### src/rtl/bitmap_encoder.sv
// Bitmap-to-index encoder: accepts a 32-bit register-select bitmap and emits
// one set-bit index per beat, lowest-first or highest-first.
//
// state | meaning
// IDLE  | pending empty, ready to accept a bitmap
// EMIT  | pending nonzero, presenting one index per beat
module bitmap_encoder #(
  parameter bit LSB_FIRST = 1'b1
) (
  input  logic        clock,
  input  logic        reset,
  input  logic [31:0] in_bits,
  input  logic        in_valid,
  output logic        in_ready,
  output logic [4:0]  out_index,
  output logic        out_valid,
  input  logic        out_ready,
  output logic        out_last,
  output logic [5:0]  remaining
);

  typedef enum logic {IDLE = 1'b0, EMIT = 1'b1} state_t;

  state_t      state_q, state_d;
  logic [31:0] pending_q, pending_d;
  logic [4:0]  sel_idx;
  logic [5:0]  pop_cnt;
  logic        emit;

  always_ff @(posedge clock) begin
    if (reset) begin
      state_q   <= IDLE;
      pending_q <= '0;
    end else begin
      state_q   <= state_d;
      pending_q <= pending_d;
    end
  end

  // Priority select: the last assignment in the loop wins, so loop direction
  // picks lowest or highest set bit.
  always_comb begin
    sel_idx = '0;
    if (LSB_FIRST) begin
      for (int i = 31; i >= 0; i--)
        if (pending_q[i]) sel_idx = 5'(i);
    end else begin
      for (int i = 0; i < 32; i++)
        if (pending_q[i]) sel_idx = 5'(i);
    end
  end

  always_comb begin
    pop_cnt = '0;
    for (int i = 0; i < 32; i++)
      pop_cnt = pop_cnt + {5'd0, pending_q[i]};
  end

  assign emit      = (state_q == EMIT);
  assign in_ready  = (state_q == IDLE) && !reset;
  assign out_valid = emit;
  assign out_index = emit ? sel_idx : 5'd0;
  assign out_last  = emit && (pop_cnt == 6'd1);
  assign remaining = pop_cnt;

  always_comb begin
    state_d   = state_q;
    pending_d = pending_q;
    case (state_q)
      IDLE: begin
        if (in_valid) begin
          // A zero bitmap loads zero and stays IDLE, i.e. it is dropped.
          pending_d = in_bits;
          if (in_bits != 32'd0) state_d = EMIT;
        end
      end
      EMIT: begin
        if (out_ready) begin
          pending_d = pending_q & ~(32'd1 << sel_idx);
          if (pop_cnt == 6'd1) state_d = IDLE;
        end
      end
      default: begin
        state_d   = IDLE;
        pending_d = '0;
      end
    endcase
  end

endmodule

### config.mk
export PLATFORM = sky130hd
export DESIGN_NAME = bitmap_encoder
export DESIGN_NICKNAME = d
export VERILOG_FILES = /design/src/rtl/bitmap_encoder.sv
export SDC_FILE = /design/constraint.sdc
export NUM_CORES = 1
export LEC_CHECK = 0
export ABC_AREA = 1
export CAP_MARGIN = 15
export CELL_PAD_IN_SITES_DETAIL_PLACEMENT = 0
export CELL_PAD_IN_SITES_GLOBAL_PLACEMENT = 1
export CORE_UTILIZATION = 43
export CTS_BUF_LIST = sky130_fd_sc_hd__clkbuf_4
export DETAILED_ROUTE_END_ITERATION = 10
export HOLD_SLACK_MARGIN = 0.12
export PLACE_DENSITY = 0.95
export SLEW_MARGIN = 10
export SYNTH_ARGS = -nofsm -noshare
export SYNTH_HDL_FRONTEND = slang
export SYNTH_SLANG_ARGS = --single-unit
export TNS_END_PERCENT = 100
### constraint.sdc
create_clock -name clock -period 10.3 [get_ports clock]
set_clock_uncertainty 0.15 [all_clocks]
set_input_delay 2.06 -clock clock [delete_from_list [all_inputs] [get_ports clock]]
set_output_delay 2.06 -clock clock [all_outputs]
set_load 0.005 [all_outputs]
==> results.sh, run 1 <==
export IMPL_gp_congestion=0.9307
export IMPL_cts_hold_buf=0
export IMPL_finalSetupTns_ns=0
export IMPL_grt_pass1_vias=3081
export IMPL_grt_max_degree=36
export IMPL_synth_distinct_cells=29
export IMPL_tightest_slew_ns=0.9633
export IMPL_syn_avg_cell_area_um2=6.891
export IMPL_end_kind="primary output"
export IMPL_top_level_ports=50
export IMPL_ant_nets=0
export IMPL_setup_viol_count_final=0
export IMPL_grt_setup_unrepaired="no"
export IMPL_synth_edf_count=0
export IMPL_syn_nets=512
export IMPL_numCtsBuffers=5
export IMPL_antenna_found_initial=0
export IMPL_grt_remaining_overflow=0
export IMPL_ys_warn_count=0
export IMPL_timing_final_crit_share_pct=79.60
export IMPL_grt_util_all_layers_pct=26.74
export IMPL_design_core_area_mm2=0.006832
export IMPL_postCtsSetupBuffers=0
export IMPL_cts_root_buf="clkbuf_4"
export IMPL_synth_area_leader_cell="dfxtp_1"
export IMPL_routed_via_density=5.535
export IMPL_htree_levels=2
export IMPL_drt_iter0_drc=214
export IMPL_worstSetupStartpointType="flip-flop"
export IMPL_start_util_pct=44.89
export IMPL_worst_setup_path_type="flip-flop to primary output"
export IMPL_num_vias=3205
export IMPL_clock_sinks=33
export IMPL_ctsResizeCount=0
export IMPL_layout_commonest_cell="nand2_1"
export IMPL_ys_seq_area_share_pct=21.54
export IMPL_cts_buffer_depth=2
export IMPL_crit_arrival_ns=5.99
export IMPL_core_rowCount=30
export IMPL_finalWirelength_um=9214
export IMPL_clock_latency_ns=0.34
export IMPL_firstDrtPassIters=5
export IMPL_cts_tree="done"
export IMPL_yosysTopAreaCellShare_pct=21.54
export IMPL_synthCells=445
export IMPL_die_h_um=86.45
export IMPL_syn_cell_area_mm2=0.003067
export IMPL_hold_violations=0
export IMPL_drv_cap=0
export IMPL_io_buffers=49
export IMPL_nets=551
export IMPL_async_flop_share_pct=0
export IMPL_ys_ff_latch=33
export IMPL_outcome="complete, no violations"
export IMPL_synth_ff_type="dfxtp_1"
export IMPL_final_cell_mix="72 x nand2_1, 69 x inv_1, 66 x o21ai_0, 49 x clkdlybuf4s50_1, 33 x dfxtp_1"
export IMPL_required_ns=8.09
export IMPL_die_x_um=86.45
export IMPL_fp_dieArea_mm2=0.007474
export IMPL_hpwl_um=7156
export IMPL_fillers=669
export IMPL_wl_per_cell_um=15.91
export IMPL_drive_above_1_share_pct=6.418
export IMPL_period_minus_slack_ns=8.199
export IMPL_max_slew_margin_pct=35.63
export IMPL_drcViolationCount=0
export IMPL_grt_pass1_wl_um=15300
export IMPL_finalMaxSlewViolations=0
export IMPL_antenna_cells=0
export IMPL_clk_pin_slew_ns=0.11
export IMPL_area_growth_pct=19.50
export IMPL_cp_max_fo=5
export IMPL_ys_top_cells_by_area="dfxtp_1 22%, fa_1 16%, o21ai_0 11%"
export IMPL_hold_class="flip-flop to flip-flop"
export IMPL_max_freq_mhz=122.0
## sequential cells by signal, indices dropped and copies added, names as in the netlist
signal     count
out_valid      1
pending_q     32
## worst paths after layout
kind	start	endpoint	slack [ns]	cells past startpoint
worst max register to register	pending_q[25]	out_valid	4.76	19
worst min-delay path	pending_q[7]	pending_q[7]	0.38	2
worst max-delay path	pending_q[25]	out_last	2.10	19
worst min register to register	pending_q[7]	pending_q[7]	0.38	2
## synth_stat cells (2+ instances only)
| library cell | count |
|---|---|
| nor2_1 | 28 |
| fa_1 | 24 |
| nor3_1 | 3 |
| inv_1 | 69 |
| buf_2 | 2 |
| nand2_4 | 3 |
| a21oi_1 | 27 |
| nor4_1 | 12 |
| clkbuf_1 | 18 |
| ha_1 | 7 |
| o21bai_1 | 9 |
| dfxtp_1 | 33 |
| nand4_1 | 10 |
| nor2_4 | 2 |
| o21ai_0 | 66 |
| inv_2 | 6 |
| a21oi_2 | 8 |
| o211ai_1 | 8 |
| nand2_1 | 72 |
| nand3_1 | 29 |
## metal layers
metal  track usage [%]  part of all wire, %  wire [µm]
met1             34.69                   42       3909
met4             8.636                  2.3        209
met5                 0                    0          0
met3             4.857                  7.7        714
met2             45.09                   48       4381
## critical path, stage by stage, from the launching register on
cell and delay [ns]:
dfxtp_1 0.43, inv_2 0.07, fa_1 0.48, fa_1 0.53, inv_1 0.05, fa_1 0.48, inv_1 0.06, fa_1 0.46
fa_1 0.51, fa_1 0.41, inv_1 0.07, ha_1 0.13, inv_1 0.07, fa_1 0.45, o21ai_0 0.22, xor2_1 0.11
nor4_1 0.41, nand2_1 0.09, nor2_1 0.11, clkdlybuf4s50_1 0.51
## cells by family after synthesis
logic type               after synthesis  synth area share (%)
buffers and inverters                 95                 11.71
AND/OR/NAND/NOR                      161                 24.56
adder cells (fa/ha/maj)               31                 18.52
AO/OA/AOI/OAI                        123                 23.09
XOR/XNOR                               2                0.5713
flip-flops                            33                 21.54
## per-stage QoR
step | area (µm²) | hold slack, ns | utilization, % | setup WS [ns] | instances
finish | 3665 | 0.3754 | 53.64 | 2.101 | 579
global route | 3665 | 0.4174 | 53.64 | 1.811 | 579
CTS | 3665 | 0.3747 | 53.64 | 2.136 | 579
detailed placement | 3622 | 0.3598 | 53.02 | 2.569 | 573
global placement | 3622 | 0.3446 | 53.02 | 2.711 | 573
floorplan | 3067 | 0.3267 | - | 3.308 | 445
## final cells by class
cell class / instances / area (µm²) / area share, %
well taps: 96 / 120.1 / 3.278
inverters: 75 / 281.5 / 7.682
clock inverters: 1 / 5.005 / 0.1366
flip-flops and latches: 33 / 660.6 / 18.03
repair buffers: 52 / 513.0 / 14.00
clock buffers: 5 / 37.54 / 1.024
multi-input cells: 317 / 2047 / 55.86
Power of run 1 is not shown: default switching activity piles up to over one toggle a cycle in this logic, so the estimate is an artifact.
==> inputs of run 2 (changes only) <==
--- a/config.mk
+++ b/config.mk
@@ -9,11 +9,11 @@
 export CAP_MARGIN = 15
 export CELL_PAD_IN_SITES_DETAIL_PLACEMENT = 0
 export CELL_PAD_IN_SITES_GLOBAL_PLACEMENT = 1
-export CORE_UTILIZATION = 43
+export CORE_UTILIZATION = 36
 export CTS_BUF_LIST = sky130_fd_sc_hd__clkbuf_4
 export DETAILED_ROUTE_END_ITERATION = 10
 export HOLD_SLACK_MARGIN = 0.12
-export PLACE_DENSITY = 0.95
+export PLACE_DENSITY = 0.91
 export SLEW_MARGIN = 10
 export SYNTH_ARGS = -nofsm -noshare
 export SYNTH_HDL_FRONTEND = slang
==> constraint.sdc (replaced) <==
create_clock -name clock -period 6.7 [get_ports clock]
set_clock_uncertainty 0.15 [all_clocks]
set_input_delay 1.34 -clock clock [delete_from_list [all_inputs] [get_ports clock]]
set_output_delay 1.34 -clock clock [all_outputs]
set_load 0.005 [all_outputs]
==> results.sh, run 2 (synthesis gave the netlist of run 1 again) <==
export IMPL_outcome="complete, but fails checks"
export IMPL_violations="negative setup slack"
export IMPL_io_buffers=49
export IMPL_finalWirelength_um=9610
export IMPL_die_x_um=94.30
export IMPL_antenna_cells=0
export IMPL_tightest_slew_ns=0.9421
export IMPL_place_area_mm2=0.003814
export IMPL_clock_latency_ns=0.33
export IMPL_cts_root_buf="clkbuf_4"
export IMPL_cts_tree="done"
export IMPL_clock_sinks=33
export IMPL_grt_util_all_layers_pct=22.76
export IMPL_grt_pass1_wl_um=15260
export IMPL_worstSetupStartpointType="flip-flop"
export IMPL_antenna_found_initial=0
export IMPL_drt_iter0_drc=190
export IMPL_r2r_start="pending_q[27]"
export IMPL_top_register="pending_q"
export IMPL_numCtsBuffers=5
export IMPL_r2r_cells=20
export IMPL_hpwl_um=7553
export IMPL_r2r_end="out_valid"
export IMPL_critPathLaunch="pending_q[27]"
export IMPL_num_vias=3303
export IMPL_setup_slack_ns=-0.04429
export IMPL_largest_reg_flops=32
export IMPL_design_area_mm2=0.003930
export IMPL_holdWs_ns=0.4092
export IMPL_drv_cap=0
export IMPL_drive_above_1_share_pct=14.90
export IMPL_clk_pin_slew_ns=0.10
export IMPL_core_rowCount=33
export IMPL_grt_max_degree=36
export IMPL_ant_nets=0
export IMPL_min_from="pending_q[30]"
export IMPL_end_kind="primary output"
export IMPL_fp_dieArea_mm2=0.008892
export IMPL_drcViolationCount=0
export IMPL_grt_setup_unrepaired="yes"
export IMPL_top_level_ports=50
export IMPL_max_slew_margin_pct=37.04
export IMPL_required_ns=5.21
export IMPL_final_cell_mix="71 x nand2_1, 67 x inv_1, 64 x o21ai_0, 46 x clkdlybuf4s50_1"
export IMPL_routed_via_density=5.371
export IMPL_gp_congestion=0.9262
export IMPL_setup_viol_count_final=2
export IMPL_crit_arrival_ns=5.25
export IMPL_reg2reg_slack_ns=1.53
export IMPL_start_util_pct=37.32
export IMPL_grt_pass1_vias=3055
export IMPL_die_h_um=94.30
export IMPL_max_freq_mhz=148.3
export IMPL_hold_class="flip-flop to flip-flop"
export IMPL_cp_max_fo=2
export IMPL_holdPathStages=2
export IMPL_hold_violations=0
export IMPL_cts_buffer_depth=2
export IMPL_firstDrtPassIters=5
export IMPL_grt_remaining_overflow=0
export IMPL_finalMaxSlewViolations=0
export IMPL_area_growth_pct=28.15
export IMPL_wl_per_cell_um=15.63
export IMPL_nets=577
export IMPL_period_minus_slack_ns=6.744
export IMPL_htree_levels=2
export IMPL_timing_final_crit_share_pct=100.7
export IMPL_design_core_area_mm2=0.008217
export IMPL_worst_setup_path_type="flip-flop to primary output"
export IMPL_layout_commonest_cell="nand2_1"
export IMPL_cp_endpoint="remaining[2]"
-- run 2: layout make-up --
| type | count | area (µm²) |
|---|---|---|
| clock inverters | 1 | 3.754 |
| inverters | 75 | 281.5 |
| flip-flops and latches | 33 | 665.6 |
| repair buffers | 78 | 700.7 |
| clock buffers | 6 | 45.04 |
| well taps | 105 | 131.4 |
| fillers | 801 | 4287 |
| multi-input cells | 317 | 2102 |
-- run 2: per-stage QoR --
stage / instances / utilization (%) / setup TNS, ns / setup slack, ns
after detailed placement: 606 / 46.41 / -0.3220 / -0.3220
after global placement: 606 / 46.41 / -0.1633 / -0.1633
final: 615 / 47.83 / -0.06178 / -0.04429
after CTS: 614 / 47.36 / -0.3871 / -0.1545
after global routing: 615 / 47.83 / -0.8015 / -0.2567
after floorplan: 445 / - / 0 / 0.4276
-- run 2: metal layers --
metal  share of wire [%]  global-route usage [%]
met2                  47                   37.38
met4                 3.9                   10.00
met1                  44                   29.64
met3                 5.1                   2.913
met5                   0                       0
-- run 2: critical path: stages, from the launching register on --
cell and delay, ns:
dfxtp_2 0.34, inv_2 0.04, fa_1 0.49, fa_1 0.51, inv_1 0.05, fa_1 0.49, inv_2 0.04, fa_1 0.45
fa_1 0.52, fa_1 0.41, inv_1 0.07, ha_2 0.17, inv_2 0.04, fa_2 0.37, xnor2_2 0.28, buf_4 0.16
clkdlybuf4s50_1 0.48
-- run 2: worst min path at each step --
stage | slack [ns] | to
floorplan | 0.33 | pending_q[23]
global placement | 0.38 | pending_q[6]
detailed placement | 0.40 | pending_q[30]
CTS | 0.41 | pending_q[30]
global route | 0.42 | pending_q[30]
finish | 0.41 | pending_q[30]
-- run 2: timing repair --
| action | 4_1_cts | 5_1_grt |
|---|---|---|
| pin swaps | 8 | 7 |
| buffers inserted | 1 | 1 |
| setup endpoints to repair | 6 | 6 |
| hold buffers | 0 | 0 |
| resized for setup | 12 | 16 |
| hold endpoints to repair | 0 | 0 |
Power of run 2 is left out for the same reason.
